[src/rtl/rr_arbiter_16.sv]
// Round-robin arbiter: 16 requesters, grant held until released.
// Optional hold-time limit enabled by defining RR_TIMEOUT_EN.
module rr_arbiter_16 #(
  parameter int N        = 16,
  parameter int IDX_W    = 4,
  parameter int MAX_HOLD = 8
) (
  input  logic             clk,
  input  logic             rst,
  input  logic [N-1:0]     req,
  output logic [N-1:0]     grant,
  output logic [IDX_W-1:0] grant_idx,
  output logic             grant_valid,
  output logic             timeout
);

  typedef enum logic {
    IDLE,
    GRANT
  } state_t;

  state_t           state, state_n;
  logic [IDX_W-1:0] ptr, ptr_n;
  logic [IDX_W-1:0] owner, owner_n;
  logic [IDX_W-1:0] pick;
  logic             found;

`ifdef RR_TIMEOUT_EN
  logic [7:0] hold_cnt, hold_n;
  logic       to_q, to_n;
`else
  logic [7:0] unused_max_hold;
  assign unused_max_hold = 8'(MAX_HOLD);
`endif

  // First set request at or after ptr, wrapping modulo N
  always_comb begin
    logic [IDX_W-1:0] cand;
    pick  = '0;
    found = 1'b0;
    cand  = '0;
    for (int k = 0; k < N; k++) begin
      cand = ptr + IDX_W'(k);
      if (!found && req[cand]) begin
        pick  = cand;
        found = 1'b1;
      end
    end
  end

  always_comb begin
    state_n = state;
    ptr_n   = ptr;
    owner_n = owner;
`ifdef RR_TIMEOUT_EN
    hold_n  = hold_cnt;
    to_n    = 1'b0;
`endif
    unique case (state)
      IDLE: begin
        if (found) begin
          owner_n = pick;
          ptr_n   = pick + 1'b1;
          state_n = GRANT;
`ifdef RR_TIMEOUT_EN
          hold_n  = 8'd0;
`endif
        end
      end
      GRANT: begin
        if (!req[owner]) begin
          state_n = IDLE;
        end
`ifdef RR_TIMEOUT_EN
        else if (hold_cnt == 8'(MAX_HOLD - 1)) begin
          state_n = IDLE;
          to_n    = 1'b1;
        end else begin
          hold_n = hold_cnt + 8'd1;
        end
`endif
      end
      default: state_n = IDLE;
    endcase
  end

  always_ff @(posedge clk) begin
    if (rst) begin
      state    <= IDLE;
      ptr      <= '0;
      owner    <= '0;
`ifdef RR_TIMEOUT_EN
      hold_cnt <= 8'd0;
      to_q     <= 1'b0;
`endif
    end else begin
      state    <= state_n;
      ptr      <= ptr_n;
      owner    <= owner_n;
`ifdef RR_TIMEOUT_EN
      hold_cnt <= hold_n;
      to_q     <= to_n;
`endif
    end
  end

  // Outputs decode flops only; owner is masked so idle reads as 0
  assign grant_valid = (state == GRANT);
  assign grant_idx   = grant_valid ? owner : '0;
  assign grant       = grant_valid ? (N'(1) << owner) : '0;

`ifdef RR_TIMEOUT_EN
  assign timeout = to_q;
`else
  assign timeout = 1'b0;
`endif

endmodule

[config.mk]
export PLATFORM = sky130hd
export DESIGN_NAME = rr_arbiter_16
export DESIGN_NICKNAME = d
export VERILOG_FILES = /design/src/rtl/rr_arbiter_16.sv
export SDC_FILE = /design/constraint.sdc
export NUM_CORES = 1
export LEC_CHECK = 0
export CORE_ASPECT_RATIO = 1.5
export CORE_MARGIN = 5
export CORE_UTILIZATION = 62
export CTS_CLUSTER_SIZE = 24
export DETAILED_ROUTE_END_ITERATION = 8
export PLACE_DENSITY_LB_ADDON = 0.12
export SLEW_MARGIN = 25
export SYNTH_ARGS = -nofsm -noshare
export SYNTH_HDL_FRONTEND = slang
export SYNTH_SLANG_ARGS = --single-unit
[constraint.sdc]
create_clock -name clk -period 13.4 [get_ports clk]
set_input_delay 4.02 -clock clk [delete_from_list [all_inputs] [get_ports clk]]
set_output_delay 4.02 -clock clk [all_outputs]
set_load 0.005 [all_outputs]
# Word level (Yosys, flattened, before mapping)
# Index checks and enable logic that the tools add are counted.
# word_totals
register_bits,9
latch_bits,0
ramBits,0
mem_bits_ro,0
in_bits,18
output_inout_bits,22
word_cells,140
mem_count,0
# op_classes
n_addsub,16
multipliers,0
div_mod_pow,0
n_lt_le_gt_ge,17
n_eq_ne,0
n_shift,1
n_mux,71
n_bitwise,1
reduce_logical,31
# op_table
op,count
"4-bit by 5-bit less-than comparator with 1-bit output, second input constant",17
1-bit binary-select mux with 4-bit select,17
4-bit two-way mux,17
1-bit two-way mux,35
"4-bit adder, second input constant",8
"4-bit by 3-bit adder with 4-bit output, second input constant",4
16-bit two-way mux,1
"1-bit by 4-bit left shift with 16-bit output, first input constant",1
1-bit logical AND,15
1-bit logical NOT,15
"4-bit by 1-bit adder with 4-bit output, second input constant",2
"4-bit by 2-bit adder with 4-bit output, second input constant",2
1-bit one-hot mux with 2 select lines,1
2-bit AND reduction,1
1-bit inverter,1

# Logic depth before layout (Yosys ltp)
# logic_depth
word_depth,50
depth_mapped,20
mapped_depth_nobuf,14

# Worst setup path after synthesis
# No wires, ideal clock.
# synth_path
path_type,input -> register
start,input port req[3]
end,register ptr[2]
setup_time_ps,76
arrival_ps,6805
required_ps,13324
setup_slack_ps,6519
path_stages,13
cell_sequence,mux4_1 -> mux4_2 -> buf_6 -> nor3_4 -> and4_1 -> buf_6 -> nand3_1 -> a21boi_0 -> a211oi_1 -> inv_1 -> ha_1 -> xor2_1 -> o22ai_1
# synth_between
elab_chain_len,49
word_cells_on_any_way,96
# synth_lines
element,line,rtl
from (decl),10,"input logic [N-1:0] req,"
1-bit binary-select mux with 4-bit select,44,if (!found && req[cand]) begin
1-bit two-way mux (implied by the code),44,
1-bit two-way mux,44,
1-bit logical NOT,44,
1-bit logical AND,44,
1-bit two-way mux,44,
1-bit logical NOT,44,
1-bit logical AND,44,
(+34 left out),n/a,
1-bit logical NOT,44,
1-bit logical AND,44,
1-bit two-way mux,44,
1-bit logical NOT,44,
1-bit logical AND,44,
4-bit two-way mux *,44,
net pick[1],25,logic [IDX_W-1:0] pick;
4-bit by 1-bit adder with 4-bit output *,63,ptr_n = pick + 1'b1;
to (signal assigned),98,ptr <= ptr_n;
to (decl),23,"logic [IDX_W-1:0] ptr, ptr_n;"
# The timed path passes the listed nets; every way through them passes the cells marked *. The select of a mux whose other input is x is not followed.
# A chain may end at the register's enable or synchronous reset.

# Worst setup path in the final report
# layout_path
start,input port req[7]
end,register ptr[2]
# Same word-level chain as after synthesis.

==> results.sh <==
export IMPL_powerDensity_nw_per_um2=263
export IMPL_yosys_warnings=0
export IMPL_syn_to_final_growth_pct=12.2
export IMPL_maxCapViolCount=0
export IMPL_hold_slack_ps=623
export IMPL_final_cell_mix="49 x nor2_1, 38 x clkdlybuf4s50_1, 31 x nand2_1"
export IMPL_dieArea_um2=6530
export IMPL_diodes=0
export IMPL_cts_sinks=9
export IMPL_core_um2=4850
export IMPL_cts_tree="done"
export IMPL_syn_area_um2=3100
export IMPL_drt_pass1_iterations=5
export IMPL_ys_seq_area_share_pct=5.82
export IMPL_synth_compound_area_share_pct=19.6
export IMPL_cts_max_path_buffers=2
export IMPL_syn_nets=399
export IMPL_drc=0
export IMPL_die_w_um=67.7
export IMPL_async_flop_share_pct=0
export IMPL_cp_end_kind="register"
export IMPL_period_share_pct=57.9
export IMPL_fmax_ghz=0.129
export IMPL_std_cell_rows=31
export IMPL_netlist_instances=373
export IMPL_post_cts_buffers=0
export IMPL_ys_ff_latch=9
export IMPL_fin_tns_setup_ps=0
export IMPL_grt_overflow=0
export IMPL_ant_nets=0
export IMPL_p_leak_nw=1.21
export IMPL_die_h_um=96.5
export IMPL_synth_xor_area_share_pct=4.20
export IMPL_cp_max_fo=11
export IMPL_drt_first_iter_violations=301
export IMPL_ir_drop_mv=0.111
export IMPL_synthAdderAreaFrac_pct=3.23
export IMPL_slew_headroom_pct=38.4
export IMPL_drive_gt1_share_pct=18.6
export IMPL_drt_wl_total_um=9540
export IMPL_hp_class="reg -> reg"
export IMPL_tightestPinTransition_ps=922
export IMPL_cp_arrival_ps=7840
export IMPL_via_count=3197
export IMPL_setup_viol=0
export IMPL_ctsHoldBuffers=0
export IMPL_synth_main_ff_cell="dfxtp_1"
export IMPL_fin_skew_ps=1.71
export IMPL_grt_pass1_vias=3008
export IMPL_finalCriticalPeriod_ps=7760
export IMPL_antenna_found_initial=0
export IMPL_rsz0062_at_grt="false"
export IMPL_status="finished clean"
export IMPL_htree_levels=1
export IMPL_gp_congestion=0.993
export IMPL_muxShareOfSynthArea_pct=35.8
export IMPL_critical_path_required_ps=13480
export IMPL_start_util_pct=63.8
export IMPL_final_common_cell="nor2_1"
export IMPL_dp_hpwl_um=7480
export IMPL_clkSlewWorstSetupHoldPaths_ps=40
export IMPL_grt_first_pass_wirelength_um=15400
export IMPL_syn_area_per_cell_um2=8.30
export IMPL_final_hold_violation_count=0
export IMPL_drv_slew=0
export IMPL_wl_per_cell_um=20.8
export IMPL_io_pins=40
export IMPL_total_power_mw=0.912
export IMPL_drt_vias_per_instance=6.97
export IMPL_root_buffer="clkbuf_8"
export IMPL_clock_latency_ps=230
export IMPL_cts_buffers=3
export IMPL_ctsResizeCount=0
export IMPL_path_class="in -> reg"
export IMPL_synth_top_family_by_area="multiplexers"
export IMPL_layout_nets=420
export IMPL_synth_edff_count=0
export IMPL_grt_max_degree=27
export IMPL_yosysUniqueCellTypes=74
export IMPL_synth_simple_area_share_pct=24.6
export IMPL_grtUsageTotal_pct=31.2
export IMPL_io_buffers=38
export IMPL_start_kind="input port"
[logic make-up after synthesis]
logic type | after synthesis
AO/OA/AOI/OAI | 83
buffers and inverters | 39
XOR/XNOR | 11
other | 1
AND/OR/NAND/NOR | 153
multiplexers | 69
flip-flops | 9
adder cells (fa/ha/maj) | 8
[final timing paths]
kind | startpoint | to | slack [ps] | cells after the start
setup / recovery | req[7] | ptr[2]$_SDFFE_PP0P_ | 5640 | 13
hold / removal | owner[3]$_SDFFE_PP0P_ | owner[3]$_SDFFE_PP0P_ | 620 | 2
setup reg to reg | ptr[1]$_SDFFE_PP0P_ | ptr[2]$_SDFFE_PP0P_ | 8000 | 15
hold reg to reg | owner[3]$_SDFFE_PP0P_ | owner[3]$_SDFFE_PP0P_ | 620 | 2
[registers in the layout, summed over array words and instances (netlist names)]
signal	flops
grant_valid	1
owner	4
ptr	4
[through the flow]
step	setup WS (ps)	instances	utilization [%]	instance area, um2
2_1_floorplan	6520	373	-	3100
3_3_place_gp	5500	455	70.7	3430
3_5_place_dp	5480	455	70.7	3430
4_1_cts	5730	459	71.6	3470
5_1_grt	5370	459	71.6	3470
6_report	5640	459	71.6	3470
[worst max-delay path: stages]
cell	delay, ps
clkdlybuf4s50_1	510
mux4_2	520
mux2i_1	280
nor2_1	120
nor2_1	590
and4_1	470
nand3_1	130
a21boi_0	150
a211oi_1	490
inv_1	100
ha_1	210
xor2_1	150
o22ai_1	90
[layer usage]
metal	global-route usage [%]	part of all wire (%)	up-vias
met3	5.90	7.0	39
li1	-	-	1469
met5	0	0	-
met2	52.2	50	176
met4	17.9	6.1	0
met1	36.6	37	1513
[Yosys cell counts, types with 2 or more instances]
| master | count | area [um2] |
|---|---|---|
| buf_4 | 3 | 22.5 |
| a21oi_2 | 3 | 26.3 |
| o22ai_1 | 6 | 37.5 |
| o31ai_1 | 2 | 15.0 |
| a211oi_2 | 2 | 25.0 |
| nor2b_1 | 6 | 37.5 |
| inv_1 | 12 | 45.0 |
| a21boi_0 | 3 | 22.5 |
| nand2b_1 | 8 | 50.1 |
| nor3_1 | 15 | 75.1 |
| a221oi_1 | 2 | 17.5 |
| o2111ai_1 | 2 | 17.5 |
| o21a_1 | 2 | 15.0 |
| o32ai_1 | 3 | 26.3 |
| ha_1 | 8 | 100 |
| dfxtp_1 | 9 | 180 |
| mux4_1 | 2 | 52.6 |
| clkbuf_1 | 8 | 30.0 |
| nor2_1 | 49 | 184 |
| and2_1 | 6 | 37.5 |
| o21ai_0 | 7 | 35.0 |
| nand3_1 | 15 | 75.1 |
| xnor2_2 | 2 | 32.5 |
| a211oi_1 | 6 | 45.0 |
| mux2i_1 | 20 | 200 |
| a2bb2oi_1 | 2 | 17.5 |
| a21oi_1 | 19 | 95.1 |
| and4_1 | 2 | 17.5 |
| nand3b_1 | 4 | 30.0 |
| xor2_1 | 2 | 17.5 |
| o211ai_1 | 3 | 22.5 |
| a31oi_1 | 4 | 25.0 |
| mux4_2 | 28 | 631 |
| mux2_2 | 17 | 191 |
| buf_2 | 8 | 40.0 |
| or2_2 | 4 | 25.0 |
| buf_6 | 5 | 56.3 |
| nand2_1 | 31 | 116 |
| nor4_1 | 2 | 12.5 |
| xnor2_1 | 6 | 52.6 |
| and3_1 | 2 | 12.5 |
[power by group]
part           total (mW)  switching, mW  leakage [nW]  internal [mW]
clock network      0.0313         0.0106        0.0228         0.0207
logic               0.825          0.486          1.11          0.339
registers          0.0562         0.0198        0.0744         0.0364
total               0.912          0.516          1.21          0.396
[area by class of cell]
cell class	count	area, um2
clock buffers	4	45.0
flip-flops and latches	9	180
repair buffers	41	403
well taps	66	82.6
fillers	386	1380
multi-input cells	325	2710
inverters	14	52.6
No activity file was read; power rests on OpenSTA's default activity.
